### src/rtl/uart_tx_serializer.sv
// UART transmit serializer: start bit, LSB-first data,
// optional parity, then one or two stop bits, paced by baud_tick.
module uart_tx_serializer #(
  parameter int DATA_BITS  = 8,
  parameter int PARITY_EN  = 0,
  parameter int PARITY_ODD = 0,
  parameter int STOP_BITS  = 1
) (
  input  logic                 clk,
  input  logic                 reset,
  input  logic                 baud_tick,
  input  logic                 tx_start,
  input  logic [DATA_BITS-1:0] tx_data,
  output logic                 tx,
  output logic                 busy,
  output logic                 done
);

  localparam int CW = $clog2(DATA_BITS + 1);
  localparam logic [CW-1:0] LAST = CW'(DATA_BITS - 1);
  localparam logic SLAST = (STOP_BITS == 2);
  localparam logic ODD = (PARITY_ODD != 0);

  typedef enum logic [2:0] {
    IDLE, ARM, START, DATA, PARITY, STOP
  } state_t;

  state_t               state, state_n;
  logic [DATA_BITS-1:0] shreg, shreg_n;
  logic [CW-1:0]        cnt, cnt_n;
  logic                 par, par_n;
  logic                 scnt, scnt_n;
  logic                 tx_n, busy_n, done_n;

  // State and registered outputs; reset abandons any frame.
  always_ff @(posedge clk or posedge reset) begin
    if (reset) begin
      state <= IDLE;
      shreg <= '0;
      cnt   <= '0;
      par   <= 1'b0;
      scnt  <= 1'b0;
      tx    <= 1'b1;
      busy  <= 1'b0;
      done  <= 1'b0;
    end else begin
      state <= state_n;
      shreg <= shreg_n;
      cnt   <= cnt_n;
      par   <= par_n;
      scnt  <= scnt_n;
      tx    <= tx_n;
      busy  <= busy_n;
      done  <= done_n;
    end
  end

  // Next state and next output values; every move waits on a tick.
  always_comb begin
    state_n = state;
    shreg_n = shreg;
    cnt_n   = cnt;
    par_n   = par;
    scnt_n  = scnt;
    tx_n    = tx;
    busy_n  = busy;
    done_n  = 1'b0;
    unique case (state)
      IDLE: begin
        tx_n   = 1'b1;
        busy_n = 1'b0;
        if (tx_start) begin
          shreg_n = tx_data;
          par_n   = 1'b0;
          cnt_n   = '0;
          scnt_n  = 1'b0;
          busy_n  = 1'b1;
          state_n = ARM;
        end
      end
      ARM: begin
        if (baud_tick) begin
          state_n = START;
          tx_n    = 1'b0;
        end
      end
      START: begin
        if (baud_tick) begin
          state_n = DATA;
          tx_n    = shreg[0];
        end
      end
      DATA: begin
        if (baud_tick) begin
          par_n   = par ^ shreg[0];
          shreg_n = {1'b0, shreg[DATA_BITS-1:1]};
          cnt_n   = cnt + CW'(1);
          if (cnt == LAST) begin
            if (PARITY_EN != 0) begin
              state_n = PARITY;
              tx_n    = par ^ shreg[0] ^ ODD;
            end else begin
              state_n = STOP;
              tx_n    = 1'b1;
            end
          end else begin
            tx_n = shreg[1];
          end
        end
      end
      PARITY: begin
        if (baud_tick) begin
          state_n = STOP;
          tx_n    = 1'b1;
        end
      end
      STOP: begin
        if (baud_tick) begin
          if (scnt == SLAST) begin
            state_n = IDLE;
            done_n  = 1'b1;
            busy_n  = 1'b0;
            tx_n    = 1'b1;
            scnt_n  = 1'b0;
          end else begin
            scnt_n = 1'b1;
          end
        end
      end
      default: begin
        state_n = IDLE;
        tx_n    = 1'b1;
        busy_n  = 1'b0;
      end
    endcase
  end

endmodule

### config.mk
export PLATFORM = sky130hd
export DESIGN_NAME = uart_tx_serializer
export DESIGN_NICKNAME = d
export VERILOG_FILES = /design/src/rtl/uart_tx_serializer.sv
export SDC_FILE = /design/constraint.sdc
export NUM_CORES = 1
export LEC_CHECK = 0
export BUFFER_PORTS_ARGS = -buffer_cell sky130_fd_sc_hd__clkbuf_2
export CAP_MARGIN = 20
export CELL_PAD_IN_SITES_DETAIL_PLACEMENT = 0
export CELL_PAD_IN_SITES_GLOBAL_PLACEMENT = 1
export CORE_MARGIN = 4
export CORE_UTILIZATION = 41
export CTS_BUF_LIST = sky130_fd_sc_hd__clkbuf_4 sky130_fd_sc_hd__clkbuf_8
export DETAILED_ROUTE_END_ITERATION = 6
export GPL_ROUTABILITY_DRIVEN = 0
export PLACE_DENSITY_LB_ADDON = 0.05
export SYNTH_ARGS = -nofsm -noshare
export SYNTH_HDL_FRONTEND = slang
export SYNTH_SLANG_ARGS = --single-unit
### constraint.sdc
create_clock -name clk -period 1.8 [get_ports clk]
set_clock_uncertainty 0.15 [all_clocks]
set_input_delay 0.09 -clock clk [delete_from_list [all_inputs] [get_ports clk]]
set_output_delay 0.09 -clock clk [all_outputs]
set_load 0.02 [all_outputs]
==> results of run 1 <==
## worst reg2reg max path: cells and delay by family (launching register included)
kind,cells,cell delay (ps)
DFF,1,410
muxes,1,310
and+or+nand+nor,2,720
## power breakdown
part	total [W]	switching, W	internal [W]	leakage [nW]
logic	0.000781	0.000332	0.000450	0.336
registers	0.000678	0.000109	0.000569	0.219
clock network	0.000251	0.000128	0.000123	0.0210
## sequential cells by signal, summed over array words and instances (netlist names)
name,cells
tx,1
state,3
shreg,8
cnt,4
done,1
busy,1
## cells in the mapped netlist, types with 2 or more instances
library cell | instances | area, µm²
nand2_1 | 3 | 11.3
dfrtp_1 | 17 | 425
clkbuf_1 | 3 | 11.3
nor2_1 | 2 | 7.51
nand3_1 | 7 | 35.0
mux2_2 | 7 | 78.8
nand2b_1 | 2 | 12.5
buf_6 | 2 | 22.5
mux2_4 | 7 | 105
inv_1 | 4 | 15.0
o22ai_1 | 2 | 12.5
o21ai_0 | 3 | 15.0
a21oi_1 | 2 | 10.0
## per-layer routing
metal | share of wire (%) | up-vias | global-route usage (%)
met4 | 0.74 | 0 | 3.97
met3 | 5.8 | 2 | 4.07
li1 | - | 362 | -
met2 | 45 | 25 | 18.1
met5 | 0 | - | 0
met1 | 48 | 336 | 17.1
## cell type report
cell class	count	share of cell area, %
clock buffer	4	2.96
inverter	4	1.22
multi-input combinational	57	40.1
sequential	18	36.8
tap	28	2.85
timing repair buffer	28	16.1
## stage by stage
stage                     cell area, µm²  instances
final                               1230        139
after global routing                1230        139
after CTS                           1220        138
after detailed placement            1100        126
after global placement              1100        126
after floorplan                      997         85
## placed cells by master, fill, tap and decap left out, drive strengths merged, types with 2 or more instances in the layout
cell	synthesis	final
buf	3	5
inv	4	4
nor2	2	2
nand4b	2	2
nand2b	2	2
nand3	7	7
dfrtp	17	17
nand2	4	4
clkbuf	3	18
dlygate4sd3	0	9
o22ai	2	2
o21ai	3	3
mux2	14	14
a21oi	2	2
## cell families (layout without fill, tap and decap cells)
group | Yosys count | in the layout
buffers and inverters | 10 | 36
adder cells (fa/ha/maj) | 1 | 1
AO/OA/AOI/OAI | 16 | 16
multiplexers | 14 | 14
AND/OR/NAND/NOR | 26 | 26
flip-flops | 18 | 18
## worst min-delay path by stage
stage,from,to,slack [ps],cells after the start
4_1_cts,tx_data[6],shreg[6]$_DFFE_PP0P_,3,3
3_5_place_dp,reset,shreg[6]$_DFFE_PP0P_,60,2
3_3_place_gp,reset,shreg[6]$_DFFE_PP0P_,60,2
6_report,tx_data[3],shreg[3]$_DFFE_PP0P_,30,3
2_1_floorplan,reset,busy$_DFFE_PP0P_,-120,1
5_1_grt,tx_data[3],shreg[3]$_DFFE_PP0P_,20,3
==> results.py, run 1 <==
metrics = {
    "synthesis": {
        "synth_top_family_by_area": "multiplexers",
        "netlist_area_um2": 997,
        "synthSimpleGateAreaFrac_pct": 18.3,
        "postSynth.topFlopCell": "dfrtp_1",
        "ys_types": 37,
        "ys_ff_latch": 18,
        "async_flop_share_pct": 100,
        "synth-seq-area-share_pct": 45.3,
        "yosys.area_share.adder_pct": 1.25,
        "syn_avg_cell_area_um2": 11.7,
        "syn_nets": 98,
        "synth-xor-area-share_pct": 0,
        "synth.area.mux_share_pct": 18.4,
        "synth_compound_area_share_pct": 11.3,
        "synth-warning-count": 0,
        "synth-edff-count": 0,
        "syn_inst": 85,
    },
    "power_and_ir_drop": {
        "power_density_nw_per_um2": 1390,
        "total_power_w": 0.00171,
        "power.leakage_nw": 0.576,
        "vdd_drop_max_mv": 0.773,
    },
    "setup_path": {
        "worstPathMaxFanout": 7,
        "startpoint": "state[2]$_DFFE_PP0P_",
        "timing.critical_path.to_type": "register",
        "cp.arrival_ps": 1730,
        "crit_buf_inv": 0,
        "reg2reg_to": "shreg[3]$_DFFE_PP0P_",
        "reg2regPathDepth": 3,
        "worstSetupStartpointType": "register",
        "path_depth": 3,
        "slowest_stage": "or4b_4",
        "max_stage_delay_ps": 590,
        "path_class": "register to register",
        "r2r_slack_ps": 100,
        "r2r-start": "state[2]$_DFFE_PP0P_",
        "crit_family": "simple AND/OR/NAND/NOR gates",
        "crit_path_end": "shreg[3]$_DFFE_PP0P_",
        "required_ps": 1840,
        "crit_chain": "or4b_4 > nand2_8 > mux2_4",
    },
    "timing": {
        "final-hold-violation-count": 0,
        "layout_min_cycle_time_ps": 1700,
        "tns_ps": 0,
        "timing.hold.ws_ps": 27.9,
        "max_freq_mhz": 589,
        "rsz0062_at_grt": "no",
        "worstMarginPinSlew_ps": 682,
        "finalSetupViolations": 0,
        "period_share_pct": 94.3,
        "maxSlewViolCount": 0,
        "slew_headroom_pct": 54.5,
        "setup_slack_ps": 103,
    },
    "grt": {
        "grt_max_degree": 19,
        "overflow": 0,
        "grt_usage_pct": 12.3,
        "grt_pass1_wl_um": 3110,
        "antenna_found_initial": 0,
        "grt_pass1_vias": 680,
    },
    "cts": {
        "cts_sinks": 18,
        "htreeDepth": 1,
        "cts.repair.resized": 0,
        "worstSkewPairLatency_ps": 300,
        "clockBufferDepth": 2,
        "post-cts-setup-buffer-count": 0,
        "cts_tree": "built",
        "cts_hold_buf": 8,
        "numCtsBuffers": 3,
        "clk_pin_slew_ps": 110,
        "cts_root_buf": "clkbuf_4",
    },
    "layout": {
        "multiInputGateArea_um2": 492,
        "diodes": 0,
        "fill_cells": 206,
        "drive_gt1_share_pct": 38.7,
        "fin_util_pct": 54.4,
        "fin_nets": 125,
        "regArea_um2": 452,
        "area_delta_synth_final_pct": 23.1,
    },
    "outcome": {
        "status": "completed",
    },
    "place": {
        "dp_slack_ps": 130,
        "io_buffers": 14,
        "dp.final_hpwl_um": 1360,
    },
    "routing": {
        "final_antenna_net_count": 0,
        "drt_iter0_markers": 23,
        "routedWlPerCell_um": 13.6,
        "drtPass1Iterations": 4,
        "drc": 0,
        "dr_total_vias": 725,
        "avgViaCountPerCell": 5.22,
        "drt_wl_total_um": 1890,
    },
    "floorplanning": {
        "die_h_um": 57.3,
        "core_area_um2": 2250,
        "io_pins": 15,
        "row_count": 17,
        "dieArea_um2": 3290,
        "die_x_um": 57.3,
        "start_util_pct": 44.2,
    },
    "flow_run": {
        "drv_cap": 0,
    },
    "hold_path": {
        "min_path_type": "input port to register",
    },
}
Power figures use the tool's default switching activity.
==> inputs of run 2 (changes only) <==
- CORE_UTILIZATION: 41 -> 25
- HOLD_SLACK_MARGIN: default -> 0.02
==> results.py, run 2 (synthesis gave the netlist of run 1 again) <==
metrics = {
    "hold_path": {
        "min_path_type": "input port to register",
    },
    "routing": {
        "dr_total_vias": 712,
        "wl_met3_um": 97,
        "drt_wl_total_um": 2080,
        "drc": 0,
        "final_antenna_net_count": 0,
        "met1Wirelength_um": 1000,
        "highest_layer": "met4",
        "avgViaCountPerCell": 4.56,
        "drtPass1Iterations": 3,
        "drt_iter0_markers": 7,
        "met2WireLength_um": 976,
        "routedWlPerCell_um": 13.4,
    },
    "cts": {
        "htreeDepth": 1,
        "clockBufferDepth": 2,
        "cts.repair.resized": 0,
        "worstSkewPairLatency_ps": 250,
        "clk_pin_slew_ps": 70,
        "cts_tree": "built",
        "cts_root_buf": "clkbuf_8",
        "numCtsBuffers": 3,
        "cts_sinks": 18,
    },
    "setup_path": {
        "r2r_slack_ps": 110,
        "path_class": "register to register",
        "reg2reg_to": "shreg[0]$_DFFE_PP0P_",
        "required_ps": 1790,
        "timing.critical_path.to_type": "register",
        "reg2regPathDepth": 3,
        "cp.arrival_ps": 1680,
        "crit_path_end": "shreg[0]$_DFFE_PP0P_",
        "r2r-start": "state[1]$_DFFE_PP0P_",
        "startpoint": "state[1]$_DFFE_PP0P_",
        "worstPathMaxFanout": 7,
        "worstSetupStartpointType": "register",
    },
    "layout": {
        "largest_reg_flops": 8,
        "drive_gt1_share_pct": 42.6,
        "area_delta_synth_final_pct": 23.7,
        "fin_util_pct": 33.0,
        "multiInputGateArea_um2": 492,
        "diodes": 0,
        "reg_top3": "shreg (8), cnt (4), state (3)",
        "final_common_cell": "dfrtp_1",
        "top_register": "shreg",
        "fill_cells": 410,
        "mostFrequentLayoutCells": "17 x dfrtp_1, 14 x clkbuf_2, 8 x buf_4",
        "fin_nets": 122,
        "regArea_um2": 452,
    },
    "timing": {
        "tns_ps": 0,
        "maxSlewViolCount": 0,
        "slew_headroom_pct": 75.6,
        "finalSetupViolations": 0,
        "final-hold-violation-count": 0,
        "rsz0062_at_grt": "no",
        "max_freq_mhz": 592,
        "period_share_pct": 93.8,
        "layout_min_cycle_time_ps": 1690,
        "worstMarginPinSlew_ps": 361,
    },
    "place": {
        "dp.final_hpwl_um": 1570,
        "io_buffers": 14,
    },
    "outcome": {
        "status": "completed",
    },
    "floorplanning": {
        "io_pins": 15,
        "core_area_um2": 3740,
        "start_util_pct": 26.6,
        "row_count": 22,
        "dieArea_um2": 5060,
        "die_h_um": 71.2,
        "die_x_um": 71.2,
    },
    "power_and_ir_drop": {
        "vdd_drop_max_mv": 0.507,
        "total_power_w": 0.00181,
        "power_density_nw_per_um2": 1470,
        "power.leakage_nw": 0.573,
    },
    "grt": {
        "grt_pass1_vias": 740,
        "grt_usage_pct": 9.19,
        "grt_pass1_wl_um": 3680,
        "antenna_found_initial": 0,
        "grt_max_degree": 19,
        "overflow": 0,
    },
    "flow_run": {
        "drv_cap": 0,
    },
}
==> run 2: changes by cell type in the layout (fill, tap and decap cells not counted) <==
cell | previous run | this run
clkbuf_8 | 1 | 4
dlygate4sd3_1 | 9 | 3
buf_4 | 5 | 8
clkbuf_4 | 3 | 0
==> run 2: metal layers <==
layer,track usage (%),up-vias
met5,0,-
met4,1.25,0
met3,3.98,2
met2,14.4,11
met1,12.0,338
li1,-,361
==> run 2: report_power, final <==
part	total [W]	internal (W)	leakage, nW	switching [W]
clock	0.000336	0.000194	0.0288	0.000142
combinational	0.000795	0.000467	0.326	0.000328
sequential	0.000680	0.000570	0.219	0.000109
total	0.00181	0.00123	0.573	0.000580
==> run 2: worst min-delay path by stage <==
stage,slack [ps],to,start,cells past startpoint
detailed placement,-40,shreg[3]$_DFFE_PP0P_,reset,3
global route,30,shreg[3]$_DFFE_PP0P_,tx_data[3],3
finish,40,shreg[1]$_DFFE_PP0P_,tx_data[1],3
floorplan,-120,busy$_DFFE_PP0P_,reset,1
CTS,30,shreg[1]$_DFFE_PP0P_,tx_data[1],3
global placement,-40,shreg[4]$_DFFE_PP0P_,reset,3
==> run 2: metrics by stage <==
step,std cells,hold WS [ps],setup slack (ps),cell area (µm²)
6_report,156,38.8,111,1230
5_1_grt,156,33.5,70.8,1230
4_1_cts,156,31.1,105,1230
3_5_place_dp,149,-35.3,120,1150
3_3_place_gp,149,-39.4,134,1150
2_1_floorplan,85,-122,19.0,997
==> run 2: area by class of cell <==
type | instances | area share [%]
Multi-Input combinational cell | 57 | 39.9
Sequential cell | 18 | 36.6
Clock buffer | 4 | 4.46
Timing Repair Buffer | 25 | 13.0
Tap cell | 48 | 4.87
Inverter | 4 | 1.22
==> run 2: timing repair <==
action | in CTS | in global routing
endpoints found under the setup margin | 0 | 0
buffers inserted | 0 | 0
endpoints found under the hold margin | 21 | 0
hold buffers | 3 | 0
==> run 2: critical path: stages, from the launching register on <==
cell and delay, ps:
dfrtp_1 420, or4b_4 580, nand2_8 130, mux2_4 310
